<file path="src/rtl/fetch_unit_pkg.sv">
// Shared types and constants for the instruction fetch unit.
package fetch_unit_pkg;

  localparam int unsigned INST_W = 9;
  localparam logic [INST_W-1:0] HALT_OP = 9'h1FF;
  localparam logic [31:0] PC_STEP = 32'd4;

  typedef enum logic [1:0] {
    ST_IDLE = 2'd0,
    ST_REQ  = 2'd1,
    ST_HOLD = 2'd2,
    ST_HALT = 2'd3
  } state_t;

endpackage

</file>
<file path="src/rtl/fetch_unit.sv">
// Single-outstanding-request instruction fetch FSM with a held instruction slot.
// Optional build macro FETCH_PERF_CNT_EN adds the fetch_count output.
module fetch_unit
  import fetch_unit_pkg::*;
(
  input  logic              clk,
  input  logic              rst_n,
  input  logic              start,
  input  logic [31:0]       start_addr,
  output logic              imem_req,
  output logic [31:0]       imem_addr,
  input  logic              imem_ack,
  input  logic [INST_W-1:0] imem_rdata,
  output logic              inst_valid,
  input  logic              inst_ready,
  output logic [INST_W-1:0] inst,
  output logic [31:0]       pc,
  output logic [31:0]       next_pc,
  input  logic              redirect_valid,
  input  logic [31:0]       redirect_pc,
  output logic              halted
`ifdef FETCH_PERF_CNT_EN
  ,output logic [31:0]      fetch_count
`endif
);

  state_t            state_q;
  logic [31:0]       pc_q;
  logic [31:0]       pc_d;
  logic [INST_W-1:0] inst_q;
  logic              req_q;
  logic              valid_q;
  logic              halted_q;
`ifdef FETCH_PERF_CNT_EN
  logic [31:0]       count_q;
`endif

  // Redirect only matters on the accept edge, where pc_d is consumed.
  assign next_pc = pc_q + PC_STEP;
  assign pc_d    = redirect_valid ? redirect_pc : next_pc;

  always_ff @(posedge clk or negedge rst_n) begin
    if (!rst_n) begin
      state_q  <= ST_IDLE;
      pc_q     <= '0;
      inst_q   <= '0;
      req_q    <= 1'b0;
      valid_q  <= 1'b0;
      halted_q <= 1'b0;
`ifdef FETCH_PERF_CNT_EN
      count_q  <= '0;
`endif
    end else begin
      unique case (state_q)
        ST_IDLE, ST_HALT: begin
          if (start) begin
            pc_q     <= start_addr;
            req_q    <= 1'b1;
            halted_q <= 1'b0;
            state_q  <= ST_REQ;
          end
        end
        ST_REQ: begin
          if (imem_ack) begin
            inst_q  <= imem_rdata;
            req_q   <= 1'b0;
            valid_q <= 1'b1;
            state_q <= ST_HOLD;
          end
        end
        ST_HOLD: begin
          if (inst_ready) begin
            valid_q <= 1'b0;
`ifdef FETCH_PERF_CNT_EN
            count_q <= count_q + 32'd1;
`endif
            if (inst_q == HALT_OP) begin
              halted_q <= 1'b1;
              state_q  <= ST_HALT;
            end else begin
              pc_q    <= pc_d;
              req_q   <= 1'b1;
              state_q <= ST_REQ;
            end
          end
        end
      endcase
    end
  end

  assign imem_req   = req_q;
  assign imem_addr  = pc_q;
  assign inst_valid = valid_q;
  assign inst       = inst_q;
  assign pc         = pc_q;
  assign halted     = halted_q;
`ifdef FETCH_PERF_CNT_EN
  assign fetch_count = count_q;
`endif

endmodule
</file>
<file path="config.mk">
export PLATFORM = sky130hd
export DESIGN_NAME = fetch_unit
export DESIGN_NICKNAME = d
export VERILOG_FILES = /design/src/rtl/fetch_unit_pkg.sv /design/src/rtl/fetch_unit.sv
export SDC_FILE = /design/constraint.sdc
export NUM_CORES = 1
export LEC_CHECK = 0
export ABC_AREA = 1
export CORE_UTILIZATION = 41
export DETAILED_ROUTE_END_ITERATION = 8
export PLACE_DENSITY = 0.82
export SYNTH_ARGS = -nofsm -noshare
export SYNTH_HDL_FRONTEND = slang
export SYNTH_SLANG_ARGS = --single-unit
</file>
<file path="constraint.sdc">
create_clock -name clk -period 2 [get_ports clk]
set_clock_uncertainty 0.1 [all_clocks]
set_input_delay 0.4 -clock clk [delete_from_list [all_inputs] [get_ports clk]]
set_output_delay 0.4 -clock clk [all_outputs]
set_load 0.01 [all_outputs]
</file>
======== Word level (Yosys, flattened, before mapping) ========
Index checks and enable logic that the tools add are counted.
storage, ports and cells
  output and inout bits ................... 108
  word-level logic and storage cells ...... 48
  register bits after elaboration ......... 46
  input bits .............................. 79
cells by class
  reductions and logical operators ........ 10
  eq/ne operators ......................... 9
  muxes and demuxes ....................... 22
  add/sub/neg operators ................... 1
operators with widths
  kind                                            count
  two-way mux 32 bit                              4
  case mux 32 bit (2 select lines)                1
  adder 32 x 3 -> 32 bit (second input constant)  1
  AND reduction 4 bit                             3
  inequality test 2 bit (second input constant)   5
  == test 9 bit (second input constant)           1
  two-way mux 1 bit                               9
  two-way mux 2 bit                               4
  case mux 2 bit (3 select lines)                 1
  AND reduction 3 bit                             2
  == test 2 bit (second input constant)           2
  case mux 1 bit (2 select lines)                 2
  nonzero test 2 bit                              2
  case mux 1 bit (3 select lines)                 1
  == test 2 x 1 -> 1 bit (second input constant)  1
  zero test 2 bit                                 1
  AND reduction 2 bit                             1
  OR reduction 2 bit                              1

======== Logic depth before layout (Yosys ltp) ========
  word-level depth ........................ 5
  mapped depth ............................ 11
  gate-level depth less buffers ........... 11

======== Worst setup path after synthesis ========
Ideal clock, no wire load.
  kind .................................... flip-flop to output port
  start ................................... register pc_q[3], in the netlist imem_addr[3]
  end ..................................... output port next_pc[12]
  path buffers ............................ 0
  data required time ...................... 1500 ps
  arrival ................................. 1376 ps
  stages on the path, launching flop included .. 7
  setup slack ............................. 124 ps
  cells stage by stage .................... dfrtp_1 ha_1 nand2_1 nor2_2 nand2_4 nor2_4 xor2_1
between the ends
  cells in the longest elaborated chain, start to end .. 1
RTL lines
  what                    line              source
  from (decl)             fetch_unit.sv:28  logic [31:0] pc_q;
  from (signal assigned)  fetch_unit.sv:57  pc_q <= start_addr;
  from (signal assigned)  fetch_unit.sv:81  pc_q <= pc_d;
  adder 32 x 3 -> 32 bit  fetch_unit.sv:39  assign next_pc = pc_q + PC_STEP;
  to (decl)               fetch_unit.sv:18  output logic [31:0] next_pc,
Every way passes these cells.

======== Worst setup path after layout ========
  start ................................... register pc_q[5], in the netlist imem_addr[5]
  end ..................................... output port next_pc[25]
Same word-level chain as after synthesis.

==> flow_summary.ini <==
[worst_setup_path]
r2r-end = imem_addr[14]
cp-end-kind = output port
path_class = flop to output port
arrival_ns = 1.79
crit_path_max_incr_delay_ns = 0.40
rr_worst_depth = 11
crit_chain = nand2_1, nor2_1, nand2_4, buf_12, nor2_8, nand3_2, and2_1, buf_2
worstReg2RegStart = state_q[0]
crit_start = imem_addr[5]
worstPathMaxFanout = 5
cp-start-kind = flop
worstPathRequired_ns = 1.50
slowest_stage = dfrtp_1
ff2ff_setup_slack_ns = -0.02

[route]
vias = 4703
drt_iter0_drc = 271
ant_nets = 0
detail_route.wl_per_cell_um = 16.55
drt_pass1_iterations = 5
routed_wl_mm = 14.78
drc = 0
routed_via_density = 5.267

[placement]
hpwl_mm = 9.940
placed_cells = 850
gp_congestion = 0.8816
io_buffers = 186
placed_area_mm2 = 0.005883
post-place-ws_ns = -0.3256

[floorplan]
die_w_um = 96.79
die_y_um = 96.79
start_util_pct = 42.24
die_area_mm2 = 0.009367
core_mm2 = 0.008721
rows = 34
io_pins = 187

[cts]
cts_tree = done
clockBufferDepth = 2
clock-root-buffer = clkbuf_8
htree_num_levels = 2
clk_pin_slew_worst_paths_ns = 0.10
cts_buffers = 5
clock_sinks = 46
clk_latency_ns = 0.31

[pwr]
p_sw_w = 0.004862
p_leak_nw = 3.170
powerDensity_mw_per_mm2 = 1664
pwr-share-seq_pct = 17.1
p_int_w = 0.006012
vdd_drop_max_mv = 1.149
swShare_pct = 44.71
comb_power_share_pct = 76.1
p_clk_share_pct = 6.8

[status]
outcome = complete, but fails checks
violations = setup timing

[sta]
max_freq_mhz = 436.8
drv_slew = 0
setup_viol = 28
period_share_pct = 114.5
min_period_ns = 2.290
rsz0062_at_grt = true
slew_headroom_pct = 63.75
final.setup.worst_slack_ns = -0.2895
totalNegativeSetupSlack_ns = -5.546
hold_violations = 0
worstMarginPinSlew_ns = 0.5437

[job]
maxCapViolations = 0

[final_layout]
diodes = 0
drive_gt1_share_pct = 29.43
finalNonFillerCells = 893
area_growth_pct = 77.41
final_cell_mix = 168 x nand2_1, 147 x clkdlybuf4s50_1, 82 x buf_4
final_area_mm2 = 0.006535
fin_nets = 866
final_common_cell = nand2_1

[yosys]
synthCells = 543
synth_nets = 625
yosysUniqueCellTypes = 32
syn_area_mm2 = 0.003684
yosysWarnings = 0
avgSynthCellArea_um2 = 6.784
ys_seq_area_share_pct = 31.25
postSynthRegisterBits = 46

[min_path]
worstHoldStart = inst[5]
min_to = inst[5]
whs_path_depth = 1
hold_path_class = flop to flop

[grt]
grt.overflow.total = 0
antenna_found_initial = 0
gr-usage-all-layers_pct = 27.90
grt_pass1_vias = 4478
grt_pass1_wl_mm = 21.21
grt_start_max_net_pins = 30
-- state kept, by name, indices dropped and copies added, names as in the netlist --
signal      cells
inst_valid      1
state_q         2
inst            9
imem_req        1
halted          1
imem_addr      32
-- cells by family after synthesis --
group	synth area share [%]
simple gates	41.88
flops	31.25
fa+ha+maj	1.019
xor+xnor	4.993
buf+inv	12.43
mux	2.751
compound gates	5.673
-- synthesized netlist by cell type --
| library cell | number | area share [%] |
|---|---|---|
| a21oi_1 | 24 | 3.3 |
| a22oi_1 | 3 | 0.61 |
| a31oi_1 | 1 | 0.17 |
| and2_1 | 4 | 0.68 |
| buf_1 | 3 | 0.31 |
| buf_2 | 9 | 1.2 |
| buf_4 | 35 | 7.1 |
| clkbuf_1 | 7 | 0.71 |
| dfrtp_1 | 46 | 31 |
| ha_1 | 3 | 1.0 |
| inv_1 | 25 | 2.5 |
| inv_2 | 5 | 0.51 |
| mux2_2 | 9 | 2.8 |
| nand2_1 | 186 | 19 |
| nand2_2 | 6 | 1.0 |
| nand2_4 | 2 | 0.61 |
| nand3_1 | 46 | 6.2 |
| nand3b_1 | 7 | 1.4 |
| nand4_1 | 1 | 0.17 |
| nor2_1 | 80 | 8.2 |
| nor2_2 | 2 | 0.34 |
| nor2_4 | 7 | 2.1 |
| nor2_8 | 3 | 1.6 |
| o211ai_1 | 1 | 0.20 |
| o21ai_0 | 6 | 0.82 |
| o21ai_1 | 3 | 0.41 |
| o31ai_1 | 1 | 0.20 |
| or2_1 | 2 | 0.34 |
| or2_2 | 1 | 0.17 |
| xnor2_1 | 2 | 0.48 |
| xor2_1 | 6 | 1.4 |
| xor2_2 | 7 | 3.1 |
-- stage by stage --
step	power, W	util, %	hold WS [ns]
after CTS	0.009765	70.86	0.4421
after global routing	0.01146	74.94	0.4726
after global placement	0.008705	67.46	0.3047
after detailed placement	0.008888	67.46	0.3186
after floorplan	0.005294	-	0.004409
final	0.01087	74.94	0.4462
-- worst max-delay path by stage --
stage / to / slack, ns
global route: next_pc[27] / -0.35
finish: next_pc[25] / -0.29
detailed placement: next_pc[12] / -0.33
global placement: next_pc[12] / -0.29
floorplan: next_pc[12] / 0.12
CTS: next_pc[14] / -0.27
-- area by class of cell --
class	count	area (um^2)
repair buffers	288	2704
multi-input cells	413	2315
fillers	587	2186
flip-flops and latches	46	1152
well taps	108	135.1
inverters	30	115.1
clock buffers	5	68.82
clock inverters	3	45.04
-- critical path: cells and delay by family (launching register included) --
family / cells / cell delay, ns
buffers and inverters: 2 / 0.28
DFF: 1 / 0.40
and+or+nand+nor: 6 / 0.80
-- per-layer routing --
metal	GRT usage, %	routed length [um]
met2	48.97	7574
met4	10.79	454
met5	0	0
met1	33.47	5463
met3	5.564	1283
-- power by group through the flow --
stage / sequential [W] / clock, W / combinational [W]
2_1_floorplan: 0.00217 / 0 / 0.00313
3_3_place_gp: 0.00181 / 0 / 0.00690
3_5_place_dp: 0.00182 / 0 / 0.00706
4_1_cts: 0.00182 / 0.000726 / 0.00722
5_1_grt: 0.00191 / 0.000772 / 0.00878
6_report: 0.00186 / 0.000744 / 0.00827
-- timing repair --
action	CTS	global route
gates resized for setup	149	51
hold endpoints to repair	21	0
pin swaps	33	21
hold buffers	1	0
gates cloned	0	3
setup buffers	22	13
setup endpoints to repair	30	65
Note: power is estimated with default switching activity, not from simulation.
